## config.mk

```make
export PLATFORM = sky130hd
export DESIGN_NAME = keypad_hex_entry
export DESIGN_NICKNAME = d
export VERILOG_FILES = /design/src/rtl/keypad_hex_entry.sv
export SDC_FILE = /design/constraint.sdc
export NUM_CORES = 1
export LEC_CHECK = 0
export BUFFER_PORTS_ARGS = -buffer_cell sky130_fd_sc_hd__buf_4
export CAP_MARGIN = 20
export CORE_ASPECT_RATIO = 0.8
export CORE_UTILIZATION = 25
export DETAILED_ROUTE_END_ITERATION = 7
export PLACE_DENSITY = 0.41
export SYNTH_ARGS = -nofsm -noshare
export SYNTH_HDL_FRONTEND = slang
export SYNTH_SLANG_ARGS = --single-unit
```

## constraint.sdc

```tcl
create_clock -name clock -period 3.2 [get_ports clock]
set_clock_uncertainty 0.05 [all_clocks]
set_input_delay 0.32 -clock clock [delete_from_list [all_inputs] [get_ports clock]]
set_output_delay 0.32 -clock clock [all_outputs]
set_load 0.005 [all_outputs]
```

## src/rtl/keypad_hex_entry.sv

```systemverilog
// keypad_hex_entry: scans a 4x4 active-low matrix keypad, debounces whole scan
// frames and shifts each accepted key into a four-digit hex entry register.
// Ports: clock/sys_rst_n (async active-low) | row_out drive, col_in sense |
//        clear | value, key_code, key_valid (1-cycle pulse), key_held.
module keypad_hex_entry #(
  parameter int SCAN_DIV        = 10000,
  parameter int DEBOUNCE_FRAMES = 4
) (
  input  logic        clock,
  input  logic        sys_rst_n,
  output logic [3:0]  row_out,
  input  logic [3:0]  col_in,
  input  logic        clear,
  output logic [15:0] value,
  output logic [3:0]  key_code,
  output logic        key_valid,
  output logic        key_held
);

  localparam int              CNT_W     = $clog2(SCAN_DIV);
  localparam logic [CNT_W-1:0] SLOT_LAST = CNT_W'(SCAN_DIV - 1);
  localparam logic [3:0]      DB_TARGET = 4'(DEBOUNCE_FRAMES);

  localparam logic [1:0] ST_IDLE       = 2'd0;
  localparam logic [1:0] ST_DB_PRESS   = 2'd1;
  localparam logic [1:0] ST_PRESSED    = 2'd2;
  localparam logic [1:0] ST_DB_RELEASE = 2'd3;

  logic [3:0]       col_meta;
  logic [3:0]       col_sync;
  logic [CNT_W-1:0] slot_cnt;
  logic [1:0]       row;
  logic [1:0]       hit_cnt;   // saturates at 2: anything >1 is "none"
  logic [3:0]       hit_code;
  logic [1:0]       state;
  logic [3:0]       cand;
  logic [3:0]       db_cnt;

  logic             sample;
  logic             frame_done;
  logic [2:0]       row_hits;
  logic [1:0]       row_col;
  logic [1:0]       base_hits;
  logic [3:0]       base_code;
  logic [2:0]       hit_sum;
  logic [1:0]       new_hits;
  logic [3:0]       new_code;
  logic             frame_key;

  logic [1:0]       next_state;
  logic [3:0]       next_cand;
  logic [3:0]       next_cnt;
  logic             accept;
  logic [3:0]       accept_code;

  // Only one row is pulled low; sampling at the last slot cycle leaves the
  // row at least two synchronizer cycles to settle.
  assign row_out    = ~(4'b0001 << row);
  assign sample     = (slot_cnt == SLOT_LAST);
  assign frame_done = sample && (row == 2'd3);
  assign key_held   = (state == ST_PRESSED) || (state == ST_DB_RELEASE);

  // Pressed-column count and position for the row currently driven.
  always_comb begin
    row_hits = 3'd0;
    row_col  = 2'd0;
    for (int c = 3; c >= 0; c--) begin
      if (!col_sync[c]) begin
        row_hits = row_hits + 3'd1;
        row_col  = 2'(c);
      end
    end
  end

  // Row 0 starts a new frame, so the accumulator is ignored there.
  always_comb begin
    base_hits = (row == 2'd0) ? 2'd0 : hit_cnt;
    base_code = (row == 2'd0) ? 4'd0 : hit_code;
    hit_sum   = {1'b0, base_hits} + row_hits;
    new_hits  = (hit_sum >= 3'd2) ? 2'd2 : hit_sum[1:0];
    new_code  = (row_hits != 3'd0) ? {row, row_col} : base_code;
    frame_key = (new_hits == 2'd1);
  end

  always_comb begin
    next_state  = state;
    next_cand   = cand;
    next_cnt    = db_cnt;
    accept      = 1'b0;
    accept_code = cand;
    if (frame_done) begin
      case (state)
        ST_IDLE: begin
          if (frame_key) begin
            if (DEBOUNCE_FRAMES == 1) begin
              accept      = 1'b1;
              accept_code = new_code;
              next_cand   = new_code;
              next_state  = ST_PRESSED;
              next_cnt    = 4'd0;
            end else begin
              next_cand  = new_code;
              next_cnt   = 4'd1;
              next_state = ST_DB_PRESS;
            end
          end
        end
        ST_DB_PRESS: begin
          if (!frame_key) begin
            next_state = ST_IDLE;
            next_cnt   = 4'd0;
          end else if (new_code == cand) begin
            if (db_cnt + 4'd1 == DB_TARGET) begin
              accept      = 1'b1;
              accept_code = cand;
              next_state  = ST_PRESSED;
              next_cnt    = 4'd0;
            end else begin
              next_cnt = db_cnt + 4'd1;
            end
          end else begin
            next_cand = new_code;
            next_cnt  = 4'd1;
          end
        end
        ST_PRESSED: begin
          // Extra or different keys while held are ignored: no auto-repeat.
          if (!frame_key && (new_hits == 2'd0 || new_hits == 2'd2)) begin
            if (DEBOUNCE_FRAMES == 1) begin
              next_state = ST_IDLE;
              next_cnt   = 4'd0;
            end else begin
              next_state = ST_DB_RELEASE;
              next_cnt   = 4'd1;
            end
          end
        end
        default: begin // ST_DB_RELEASE
          if (frame_key) begin
            next_state = ST_PRESSED;
            next_cnt   = 4'd0;
          end else if (db_cnt + 4'd1 == DB_TARGET) begin
            next_state = ST_IDLE;
            next_cnt   = 4'd0;
          end else begin
            next_cnt = db_cnt + 4'd1;
          end
        end
      endcase
    end
  end

  always_ff @(posedge clock or negedge sys_rst_n) begin
    if (!sys_rst_n) begin
      col_meta <= 4'd0;
      col_sync <= 4'd0;
    end else begin
      col_meta <= col_in;
      col_sync <= col_meta;
    end
  end

  always_ff @(posedge clock or negedge sys_rst_n) begin
    if (!sys_rst_n) begin
      slot_cnt <= '0;
      row      <= 2'd0;
      hit_cnt  <= 2'd0;
      hit_code <= 4'd0;
    end else if (sample) begin
      slot_cnt <= '0;
      row      <= row + 2'd1;
      hit_cnt  <= new_hits;
      hit_code <= new_code;
    end else begin
      slot_cnt <= slot_cnt + 1'b1;
    end
  end

  always_ff @(posedge clock or negedge sys_rst_n) begin
    if (!sys_rst_n) begin
      state     <= ST_IDLE;
      cand      <= 4'd0;
      db_cnt    <= 4'd0;
      key_code  <= 4'd0;
      key_valid <= 1'b0;
      value     <= 16'd0;
    end else begin
      state     <= next_state;
      cand      <= next_cand;
      db_cnt    <= next_cnt;
      key_valid <= accept;
      if (accept) key_code <= accept_code;
      // clear beats a coincident accept; the key is still reported.
      if (clear)       value <= 16'd0;
      else if (accept) value <= {value[11:0], accept_code};
    end
  end

endmodule

```

==> impl_summary.md <==
Run status
The flow ran to the end, and the final reports show no timing, DRC or antenna violations.

Critical path
Of all nets on the critical path, the largest fanout is 6. The reg-to-reg setup timing slack is 0.13 ns. Together, buffers and inverters on the worst path number 1. The worst setup path is of the reg2reg kind.

The required time at the endpoint of the critical path is 3.35 ns. The delay of the slowest critical-path stage is around 0.40 ns. STA puts the critical path data arrival time at 3.22 ns.

On the critical path the largest part of the delay comes from simple AND/OR/NAND/NOR gates. The kind of start point of the critical path is a flip-flop. The worst setup path is captured at a flip-flop. The critical path goes through ha_2 -> or2_4 -> nand2_1 -> ha_1 -> nor2_2 -> a31oi_4 -> fa_2 -> xnor3_2 -> and3_4 -> and3_4 -> buf_12 -> mux2_1. The cell type with the highest occurrence count on the critical path is and3_4. The worst-path cell with the longest stage delay is dfrtp_1.

Yosys
The count of state elements after synthesis is just over 60. The average size of a mapped cell is 10.6 sq um. After synthesis, the largest family of logic cells by area is simple AND/OR/NAND/NOR gates.

The cell area after synthesis is 3310 sq um. The count of mapped cells out of synthesis is 312. The number of nets in the synthesized netlist is 332.

The number of different library cells used by synthesis comes to 56. Of the total synthesized cell area, the portion taken by AND, OR, NAND and NOR gates is 20.5%. Of the total synthesized cell area, the portion taken by XOR and XNOR cells is ~5.7%. Sequential elements use 46.1% of the synthesized area. The count of synthesis-stage warnings from yosys is 0.

The multiplexer share of the synthesized area is 9.80%. The post-synthesis compound-gate area fraction is 8.89%. The synthesized-area fraction occupied by adder cells is 5.14%.

Timing
The final period utilization is a little over nine tenths. Adding up every negative setup slack in the final design gives 0 ns. The slew at the pin closest to its max-slew limit is 0.798 ns.

The relative max-transition margin is 46.8%. The time the worst path needs with I/O delays and setup is between 3 and 4 ns. The worst setup margin is 0.133 ns. The maximum achievable frequency is approximately 0.33 GHz.

The total count of max-transition violations in the final report was 0. The number of endpoints with negative hold slack in the final report is 0. The final setup violation count is 0.

Clock network
The H-tree was split into 3 levels. The clock insertion delay at the later pin of the skew report is approximately 0.33 ns. The total CTS buffers is 9. Clock-pin slew was measured on the worst setup and hold paths at 0.05 ns. The longest clock path from root to sink contains 2 buffers. The TritonCTS clock tree is built. The root buffer cell chosen for the clock tree is clkbuf_16.

The hold buffer count at CTS is 0. The clock sink total is 61.

Power and ir drop
The power per standard cell area is 436 nW/um^2. The leakage power summed over all cells is between 1.5 and 2 nW. The worst-case IR drop observed on VDD is 217 uV.

Place
During placement, the flow inserted port buffers numbering 32. The weighted congestion reported at the end of routability-driven placement is 0.718. Summing all placed instances gives a cell area of 3830 sq um.

After legalization and detailed placement, the total HPWL measured 5.05 mm. Before CTS, the worst setup slack after placement is -0.0229 ns.

Routing
The mean number of vias per cell is 4.47. The DRC violation total after the first TritonRoute iteration is 76. The first detailed-routing pass took 4 iterations.

The detailed-route DRC error count is 0. The total via count in the routed design is 2392. Once detail routing completed, the nets flagged for antenna violations numbered 0. In the final routed layout, each cell accounts on average for 13.4 um.

The total wire length is 7.16 mm.

Floorplan
The horizontal die dimension is around 130 um. Pin placement for this block handled 33 I/O pins. In this run the core area contains 37 standard-cell rows. The die height is 105 um. The effective utilization at floorplan is 25.7%. The full die area is 13700 sq um. The total area inside the core boundary comes to 12900 sq um.

Final layout
At the end of the flow the core is filled with cells to approximately a third. Once layout is done, the placed cells without fillers occupy 4170 sq um. The count of inserted antenna diode cells is 0. The share of post-route cells with drive strength above 1 is 22.8%. Fill cells in the final layout number 1334. After the last flow step, the layout net total stands at 376. Relative to the synthesized area, the layout overhead comes to 26.1%.

GRT
Across every metal layer, demand over resource in global routing totals 11.6%. The pin count of the biggest net entering global routing is 62. The initial antenna violation count came to 0. The global-route wire length before repair is 11.9 mm. The number of global-route vias before repair is 2353. The remaining global-route overflow is 0.

Min path
The worst hold path belongs to the class in2async.

Job
Across the run, the number of max-cap violations was 0.
-- cell usage in the layout, fill, tap and decap left out, types with 2 or more instances in the layout --
cell type | synthesis | layout
and4_1 | 3 | 3
o22a_1 | 2 | 2
xnor2_1 | 9 | 8
mux2i_1 | 20 | 20
mux2_1 | 8 | 8
clkbuf_16 | 0 | 9
xor2_1 | 10 | 10
nand2b_1 | 21 | 21
and2_1 | 2 | 2
o21ai_0 | 12 | 12
nor3_1 | 2 | 2
nor2b_1 | 6 | 5
and3_2 | 2 | 2
o21ai_1 | 6 | 6
nor2_1 | 18 | 17
nand3_1 | 4 | 4
nand3b_1 | 4 | 4
ha_1 | 12 | 10
clkbuf_8 | 0 | 3
and3_1 | 8 | 6
nor3b_1 | 2 | 2
buf_12 | 0 | 3
nor4b_1 | 2 | 2
or3_1 | 2 | 2
clkbuf_1 | 5 | 2
or4_1 | 2 | 2
dfrtp_1 | 61 | 61
nand4_1 | 5 | 5
buf_4 | 1 | 43
inv_1 | 13 | 11
and3_4 | 0 | 2
nand2_1 | 30 | 30
inv_2 | 0 | 2
a21oi_1 | 9 | 8
-- per-stage QoR --
step	power, W	instances	hold slack [ns]
detailed placement	0.000914	518	0.291
finish	0.00182	535	0.0349
floorplan	0.000873	312	-0.0256
global placement	0.000914	518	0.284
global route	0.00190	535	0.0277
CTS	0.00184	533	0.0344
-- final cells by class --
class,instances,area [sq um],share of cell area [%]
well taps,175,219,5.25
inverters,13,48.8,1.17
multi-input cells,225,1720,41.1
clock inverters,1,5.00,0.120
clock buffers,14,274,6.57
flip-flops and latches,61,1530,36.6
repair buffers,46,383,9.18
-- logic make-up (layout without fill, tap and decap cells) --
| family | Yosys count | count (layout) |
|---|---|---|
| AND/OR/NAND/NOR | 120 | 120 |
| flip-flops | 61 | 61 |
| AO/OA/AOI/OAI | 42 | 42 |
| multiplexers | 30 | 30 |
| buffers and inverters | 26 | 74 |
| XOR/XNOR | 20 | 20 |
| adder cells (fa/ha/maj) | 13 | 13 |
-- worst register-to-register path, stage by stage, from the launching register on --
cell     delay [ns]
dfrtp_1        0.40
ha_2           0.20
or2_4          0.25
nand2_1        0.08
ha_1           0.24
nor2_2         0.15
a31oi_4        0.06
fa_2           0.37
xnor3_2        0.28
and3_4         0.24
and3_4         0.19
buf_12         0.12
mux2_1         0.32
-- flip-flops by register name, indices dropped and copies added (netlist names), named ones only --
register   cells
slot_cnt      14
hit_cnt        2
state          1
db_cnt         4
key_valid      1
key_code       4
col_meta       4
col_sync       4
row            2
value         16
hit_code       4
cand           4
-- worst paths after layout --
check,cells after the start,from,to
worst max-delay path,12,col_sync[2]$_DFF_PN0_,key_code[1]$_DFFE_PN0P_
worst min-delay path,1,sys_rst_n,value[13]$_DFFE_PN0P_
min in group clock,1,col_in[3],col_meta[3]$_DFF_PN0_
worst max register to register,12,col_sync[2]$_DFF_PN0_,key_code[1]$_DFFE_PN0P_
max in group asynchronous,1,sys_rst_n,col_meta[1]$_DFF_PN0_
worst min register to register,0,col_meta[3]$_DFF_PN0_,col_sync[3]$_DFF_PN0_
-- cells in the mapped netlist, drive strengths merged --
master | number | area share, %
nor2 | 18 | 2.0
and3 | 10 | 2.0
inv | 13 | 1.5
ha | 12 | 4.5
clkbuf | 5 | 0.57
or2 | 1 | 0.26
nor2b | 6 | 1.1
a32o | 1 | 0.30
buf | 8 | 1.8
nor3b | 3 | 0.83
a22oi | 1 | 0.23
nand4 | 5 | 0.95
o221ai | 1 | 0.26
o31ai | 1 | 0.23
o22a | 2 | 0.53
and3b | 1 | 0.26
and4 | 3 | 0.79
mux2 | 9 | 3.1
nand3b | 4 | 0.91
a21boi | 1 | 0.23
nand3 | 4 | 0.61
a21oi | 9 | 1.4
or4 | 3 | 0.79
nand4bb | 1 | 0.34
a31oi | 2 | 0.83
a31o | 1 | 0.26
nor4b | 2 | 0.53
dfrtp | 61 | 46
xnor2 | 9 | 2.4
mux2i | 21 | 6.7
nor4 | 1 | 0.19
or3 | 2 | 0.38
nor3 | 2 | 0.30
a2111oi | 2 | 1.1
o21ai | 18 | 2.7
o211ai | 1 | 0.23
a22o | 1 | 0.26
xnor3 | 1 | 0.68
fa | 1 | 0.61
a221o | 1 | 0.34
nand2b | 21 | 4.0
or4b | 1 | 0.42
nand2 | 30 | 3.4
xor2 | 10 | 2.6
and2 | 2 | 0.38
-- report_power, final --
part / internal (W) / total [W] / switching (W)
logic: 0.0000625 / 0.000134 / 0.0000713
registers: 0.000778 / 0.000783 / 0.00000549
clock network: 0.000581 / 0.000903 / 0.000322
total: 0.00142 / 0.00182 / 0.000399
-- routing by layer --
metal | wire (um) | track usage, % | vias up
met1 | 3660 | 16.2 | 1155
met2 | 3050 | 16.2 | 48
met3 | 339 | 3.79 | 8
met4 | 117 | 4.68 | 0
li1 | - | - | 1181
met5 | 0 | 0 | -
-- timing repair --
action,CTS,global route
pin swaps,1,2
gates resized for setup,2,9
endpoints found under the setup margin,4,27
buffers inserted,0,2
Note: power is estimated with default switching activity, not from simulation.
